==> config.mk <==
export PLATFORM = sky130hd
export DESIGN_NAME = fetch_stage
export DESIGN_NICKNAME = d
export VERILOG_FILES = /design/src/rtl/fetch_stage_pkg.sv /design/src/rtl/fetch_hold_buf.sv /design/src/rtl/pldff.sv /design/src/rtl/fetch_stage.sv
export SDC_FILE = /design/constraint.sdc
export NUM_CORES = 1
export LEC_CHECK = 0
export ABC_AREA = 1
export CORE_MARGIN = 2
export CORE_UTILIZATION = 49
export DETAILED_ROUTE_END_ITERATION = 16
export PLACE_DENSITY = 0.76
export SYNTH_ARGS = -nofsm -noshare
export SYNTH_HDL_FRONTEND = slang
export SYNTH_HIERARCHICAL = 1
export SYNTH_SLANG_ARGS = --single-unit
==> constraint.sdc <==
create_clock -name clk -period 2.35 [get_ports clk]
set_clock_uncertainty 0.15 [all_clocks]
set_input_delay 0.5875 -clock clk [delete_from_list [all_inputs] [get_ports clk]]
set_output_delay 0.5875 -clock clk [all_outputs]
set_load 0.05 [all_outputs]
==> src/rtl/fetch_stage_pkg.sv <==
// Shared definitions for the instruction-fetch stage.
// Latency: n/a (types and constants only).
// Backpressure: n/a.
//
// Holds the fetch FSM state encoding, the default reset PC, the HLT opcode
// and the position of the opcode field inside an instruction word.
package fetch_stage_pkg;

    // Fetch FSM states (2-bit encoding).
    typedef enum logic [1:0] {
        ST_FETCH = 2'd0,   // issue a request for pc
        ST_WAIT  = 2'd1,   // one request outstanding, awaiting the response
        ST_HOLD  = 2'd2,   // response captured while IF/ID was stalled
        ST_HALT  = 2'd3    // HLT delivered, no further requests
    } fetch_state_t;

    // PC value after reset.
    localparam logic [15:0] FETCH_RESET_PC    = 16'h0000;

    // instr[OPC_MSB:OPC_LSB] value that marks HLT.
    localparam logic [3:0]  FETCH_HALT_OPCODE = 4'hF;

    // Opcode field position inside an instruction word.
    localparam int OPC_MSB = 15;
    localparam int OPC_LSB = 12;

endpackage

==> src/rtl/fetch_hold_buf.sv <==
// Instruction + address register with load and clear, used both as the
// stall hold buffer and as the IF/ID-facing output register.
// Latency: 1 cycle from load/clear to outputs. Backpressure: holds when idle.
//
// Ports:
//   clk       - clock
//   rst       - synchronous reset, active low; contents <= 0
//   load      - capture {instr_in, pc_in}
//   clear     - zero the contents (wins over load)
//   instr_in  - instruction to capture
//   pc_in     - address of instr_in
//   instr     - stored instruction
//   pc        - stored address
module fetch_hold_buf #(
    parameter int INSTR_W = 16,
    parameter int ADDR_W  = 16
) (
    input  logic               clk,
    input  logic               rst,
    input  logic               load,
    input  logic               clear,
    input  logic [INSTR_W-1:0] instr_in,
    input  logic [ADDR_W-1:0]  pc_in,
    output logic [INSTR_W-1:0] instr,
    output logic [ADDR_W-1:0]  pc
);

    localparam int W = INSTR_W + ADDR_W;

    logic [W-1:0] d;
    logic [W-1:0] q;

    // Clear is just a load of zero, so one register serves both.
    assign d = clear ? '0 : {instr_in, pc_in};

    pldff #(
        .W       (W),
        .RST_VAL ('0)
    ) u_reg (
        .clk (clk),
        .rst (rst),
        .en  (load | clear),
        .d   (d),
        .q   (q)
    );

    assign instr = q[W-1:ADDR_W];
    assign pc    = q[ADDR_W-1:0];

endmodule

==> src/rtl/pldff.sv <==
// Generic parallel-load register with synchronous active-low reset.
// Latency: 1 cycle from en/d to q.
// Backpressure: none; q holds whenever en is low.
//
// Ports:
//   clk  - clock, all state on posedge
//   rst  - synchronous reset, active low; q <= RST_VAL
//   en   - load enable
//   d    - next value, captured when en=1
//   q    - registered value
module pldff #(
    parameter int           W       = 1,
    parameter logic [W-1:0] RST_VAL = '0
) (
    input  logic         clk,
    input  logic         rst,
    input  logic         en,
    input  logic [W-1:0] d,
    output logic [W-1:0] q
);

    always_ff @(posedge clk) begin
        if (!rst) begin
            q <= RST_VAL;
        end else if (en) begin
            q <= d;
        end
    end

endmodule

==> src/rtl/fetch_stage.sv <==
// Instruction fetch stage: owns the PC, runs a single-outstanding request to
// variable-latency imem and delivers {instr, pc, pc+2} to IF/ID.
// Latency: response to IF/ID outputs 1 cycle; pc_wen=0 stalls (response parked in hold buffer).
//
// Ports:
//   clk           - clock, all state on posedge
//   rst           - synchronous reset, active low
//   pc_wen        - hazard unit PC write enable; 0 holds PC and outputs
//   redirect      - taken branch / flush; highest priority
//   redirect_pc   - branch target (bit 0 ignored)
//   imem_req      - one-cycle request pulse
//   imem_addr     - request address, valid while imem_req=1
//   imem_valid    - one-cycle response strobe
//   imem_data     - response instruction, valid with imem_valid
//   instr_out     - instruction to IF/ID
//   pc_out        - address of instr_out
//   pc_plus2_out  - pc_out + 2 (wraps)
//   instr_valid   - instr_out is a real instruction, not a bubble
//   halted        - HLT delivered, fetching stopped
module fetch_stage
    import fetch_stage_pkg::*;
#(
    parameter int                ADDR_W      = 16,
    parameter int                INSTR_W     = 16,
    parameter logic [ADDR_W-1:0] RESET_PC    = FETCH_RESET_PC,
    parameter logic [3:0]        HALT_OPCODE = FETCH_HALT_OPCODE
) (
    input  logic               clk,
    input  logic               rst,
    input  logic               pc_wen,
    input  logic               redirect,
    input  logic [ADDR_W-1:0]  redirect_pc,
    output logic               imem_req,
    output logic [ADDR_W-1:0]  imem_addr,
    input  logic               imem_valid,
    input  logic [INSTR_W-1:0] imem_data,
    output logic [INSTR_W-1:0] instr_out,
    output logic [ADDR_W-1:0]  pc_out,
    output logic [ADDR_W-1:0]  pc_plus2_out,
    output logic               instr_valid,
    output logic               halted
);

    fetch_state_t      state;
    logic [ADDR_W-1:0] pc;
    // Set when the outstanding request was overtaken by a redirect; its
    // response must be dropped when it eventually arrives.
    logic              squash;

    logic [ADDR_W-1:0] redirect_tgt;
    logic              resp_live;
    logic              deliver_live;
    logic              deliver_held;
    logic              deliver;
    logic              hold_load;
    logic              halt_hit;
    logic [INSTR_W-1:0] held_instr;
    logic [ADDR_W-1:0]  held_pc;
    logic [INSTR_W-1:0] deliver_instr;
    logic [ADDR_W-1:0]  deliver_pc;

    // Instructions are halfword aligned: bit 0 of the target is forced low.
    assign redirect_tgt = redirect_pc & ~ADDR_W'(1);

    // A response that belongs to the current pc (not squashed).
    assign resp_live    = (state == ST_WAIT) && imem_valid && !squash;

    // Redirect overrides everything, so no delivery or capture happens in
    // a redirect cycle.
    assign deliver_live = !redirect && resp_live && pc_wen;
    assign deliver_held = !redirect && (state == ST_HOLD) && pc_wen;
    assign deliver      = deliver_live || deliver_held;
    assign hold_load    = !redirect && resp_live && !pc_wen;

    assign deliver_instr = deliver_held ? held_instr : imem_data;
    assign deliver_pc    = deliver_held ? held_pc    : pc;
    assign halt_hit      = (deliver_instr[OPC_MSB:OPC_LSB] == HALT_OPCODE);

    // Parks a response that arrived while IF/ID was stalled. A redirect
    // drops whatever is parked.
    fetch_hold_buf #(
        .INSTR_W (INSTR_W),
        .ADDR_W  (ADDR_W)
    ) u_hold (
        .clk      (clk),
        .rst      (rst),
        .load     (hold_load),
        .clear    (redirect),
        .instr_in (imem_data),
        .pc_in    (pc),
        .instr    (held_instr),
        .pc       (held_pc)
    );

    // IF/ID-facing {instr, pc} register. Only changes on a delivery, so the
    // last instruction stays visible behind bubbles and stalls.
    fetch_hold_buf #(
        .INSTR_W (INSTR_W),
        .ADDR_W  (ADDR_W)
    ) u_out (
        .clk      (clk),
        .rst      (rst),
        .load     (deliver),
        .clear    (1'b0),
        .instr_in (deliver_instr),
        .pc_in    (deliver_pc),
        .instr    (instr_out),
        .pc       (pc_out)
    );

    always_ff @(posedge clk) begin
        if (!rst) begin
            state        <= ST_FETCH;
            pc           <= RESET_PC;
            squash       <= 1'b0;
            imem_req     <= 1'b0;
            imem_addr    <= '0;
            instr_valid  <= 1'b0;
            halted       <= 1'b0;
            pc_plus2_out <= '0;
        end else begin
            imem_req <= 1'b0;

            if (deliver) begin
                pc_plus2_out <= deliver_pc + ADDR_W'(2);
            end

            if (redirect) begin
                pc          <= redirect_tgt;
                instr_valid <= 1'b0;
                halted      <= 1'b0;
                if ((state == ST_WAIT) && !imem_valid) begin
                    // Request still in flight: keep waiting for it so
                    // that only one is ever outstanding, but drop it.
                    squash <= 1'b1;
                end else begin
                    squash <= 1'b0;
                    state  <= ST_FETCH;
                end
            end else begin
                // With the pipeline advancing, a cycle without a delivery
                // becomes a bubble.
                if (pc_wen) begin
                    instr_valid <= deliver;
                end

                case (state)
                    ST_FETCH: begin
                        imem_req  <= 1'b1;
                        imem_addr <= pc;
                        state     <= ST_WAIT;
                    end
                    ST_WAIT: begin
                        if (imem_valid) begin
                            squash <= 1'b0;
                            if (squash) begin
                                state <= ST_FETCH;
                            end else if (!pc_wen) begin
                                state <= ST_HOLD;
                            end
                        end
                    end
                    ST_HOLD: begin
                        // Waits for pc_wen; delivery handled below.
                    end
                    ST_HALT: begin
                        // Only a redirect leaves HALT.
                    end
                    default: begin
                        state <= ST_FETCH;
                    end
                endcase

                // A delivered HLT is presented but freezes the PC on itself.
                if (deliver) begin
                    if (halt_hit) begin
                        state  <= ST_HALT;
                        halted <= 1'b1;
                    end else begin
                        pc    <= pc + ADDR_W'(2);
                        state <= ST_FETCH;
                    end
                end
            end
        end
    end

endmodule

==> run metrics <==
Rel. slew slack 64.1%; Synth Area in Compound Gates 7.06%; GRT Total Usage 24.3%; Clock transition at path regs 0.06 ns; Remaining DRCs 0; Final Net Count 1215; worst skew pair latency 0.41 ns; post-place setup slack -0.384 ns; Yosys cell types 36; fillers 1184; # setup viols final 0; wire length on met2 7.56 mm; Hold Violations, Final 0; Tmin final 2.31 ns; Via-to-Cell Ratio 4.67; Area growth syn-to-layout 31.0%; mux share of post-synthesis cell area 2.39%; CP delay by family, top buffers and inverters; highest-count cells in the layout ignoring fill and taps nand2_1 (248), nor2_1 (232), inv_1 (187), dfxtp_1 (116), clkdlybuf4s50_1 (84); Routed WL 16.5 mm; CTS tree done; CORE AREA 13100 sq um; Num CTS Buffers 17; Largest stage delay, worst path 0.83 ns; Simple-Gate Fraction of Synth Area 35.8%; top-area cell type share of the netlist area 35.8%; Post-Synth Adder-Cell Area 0.386%; Mapped Area 6480 sq um; Gate Count Post-Synth 1043; Sinks on Clock Net 116; post-layout util 64.9%; Max Transition Viols Final 0; power per standard cell area 679 nW/um^2; Rows 42; hold_buf cts 0; PortBufs 101; crit path DAT 1.57 ns; IO Count 104; DR top layer met4; syn_area_per_cell 6.22 sq um; Final period util 98.4%; cells along the critical path clkdlybuf4s50_1; worst path required time 1.61 ns; fmax 0.432 GHz; flops & latches, synth 116; GP Congestion 0.942; dpl hpwl 11.3 mm; post-route ant nets 0; Wirelength per Cell 12.1 um; Post-synth ARST share 0%; WL met3 883 um; Max VDD drop 0.000405 V; Synth area leaders dfxtp_1 (36%), nand2_1 (15%), nor2_1 (14%), inv_1 (11%), buf_6 (4.5%); Synth Area in XOR/XNOR 1.08%; status completed; via count 6372; Buf/Inv on CP 1; CP startpoint kind flop; vias in the first global route 5738; Tightest Pin Transition 0.535 ns; CP Class reg2out; Starting Density 49.6%; largest family of logic cells by synthesized area simple AND/OR/NAND/NOR gates; synth warn 6; number of synthesized flops with an enable pin 0; CP max stage cell clkdlybuf4s50_1; root buffer cell clkbuf_16; M1 WL 7.66 mm; RSZ-0062 raised after global routing no; critical path capture point type output pin; first-pass GRT wire length 27.7 mm; Die Y 119 um; initial antenna violation count 0; largest net degree at the start of global routing 46; maxcap violations 0; 1st-pass router iterations 5; share of layout cells above drive strength 1 11.4%; gr ovfl total 0; sequential fraction of the synthesis area 35.8%; Post-CTS Setup Bufs 0; CTS max path bufs 2; Hold Path Class reg2reg; predominant post-synthesis flop cell dfxtp_1; Worst Slack Setup Final 0.0376 ns; die width 119 um; most common cell after layout, fill and taps aside nand2_1; Leak 4.27 nW; die area 14200 sq um; H-tree levels 4; crit path max fanout 2; 1st-iter DRT viols 454; Antenna Cells 0; area leader, netlist dfxtp_1
## cell usage after synthesis, types with 5 or more instances
master    instances
buf_4             5
o21ai_1           7
nor2_2            8
nand4_1          10
xor2_1            6
inv_1           187
nand3_1          51
buf_6            26
buf_2            10
clkbuf_1         10
a21oi_1          29
mux2_2           12
nor2_1          236
nand2_1         252
dfxtp_1         116
nor3_1            9
o21ai_0          39
## registers in the layout, indices dropped and copies added (netlist names)
name,cells
halted,1
imem_addr,15
imem_req,1
instr_valid,1
pc,15
pc_plus2_out,16
squash,1
state,2
u_hold/u_reg/q,32
u_out/u_reg/q,32
## final cells by class
type	count	area (sq um)	area share [%]
repair buffers	163	1620	19.0
well taps	176	220	2.59
flip-flops and latches	116	2320	27.3
multi-input cells	688	3070	36.1
clock inverters	15	133	1.56
clock buffers	17	425	5.01
inverters	190	713	8.39
## what timing repair did
action                                  CTS  global route
endpoints found under the setup margin    1            38
endpoints found under the hold margin     0             0
gates resized for setup                   1            24
## worst paths after layout
| kind | slack [ns] | cells past startpoint | startpoint | to |
|---|---|---|---|---|
| setup / recovery | 0.04 | 1 | imem_addr[11] | imem_addr[11] |
| hold / removal | 0.32 | 2 | u_hold/u_reg/q[31] | u_hold/u_reg/q[31] |
| setup reg to reg | 0.30 | 10 | state[0] | u_hold/u_reg/q[23] |
| hold reg to reg | 0.32 | 2 | u_hold/u_reg/q[31] | u_hold/u_reg/q[31] |
## logic make-up after synthesis
logic type,count (synthesis)
flops,116
buf+inv,241
simple gates,576
fa+ha+maj,2
other cells,1
mux,14
compound gates,85
xor+xnor,8
## routing by layer
metal / global-route usage, % / vias up
li1: - / 3379
met1: 31.5 / 2764
met2: 39.7 / 195
met3: 5.17 / 34
met4: 8.78 / 0
met5: 0 / -
## power by group
part / switching (mW) / total [mW] / internal, mW / leakage [nW]
Sequential: 0.0917 / 2.19 / 2.10 / 0.955
Clock: 0.974 / 2.43 / 1.45 / 0.266
Combinational: 0.716 / 1.15 / 0.435 / 3.05
## per-stage QoR
stage | hold WS, ns | cell area [sq um] | instances | power (mW) | TNS, ns
after global routing | 0.335 | 8500 | 1365 | 6.03 | 0
after floorplan | 0.294 | 6490 | 1045 | 2.98 | 0
after global placement | 0.306 | 7880 | 1333 | 3.35 | -20.17
after CTS | 0.318 | 8430 | 1365 | 5.80 | 0
final | 0.318 | 8500 | 1365 | 5.77 | 0
after detailed placement | 0.311 | 7880 | 1333 | 3.37 | -20.98
No activity file was read; power rests on OpenSTA's default activity.
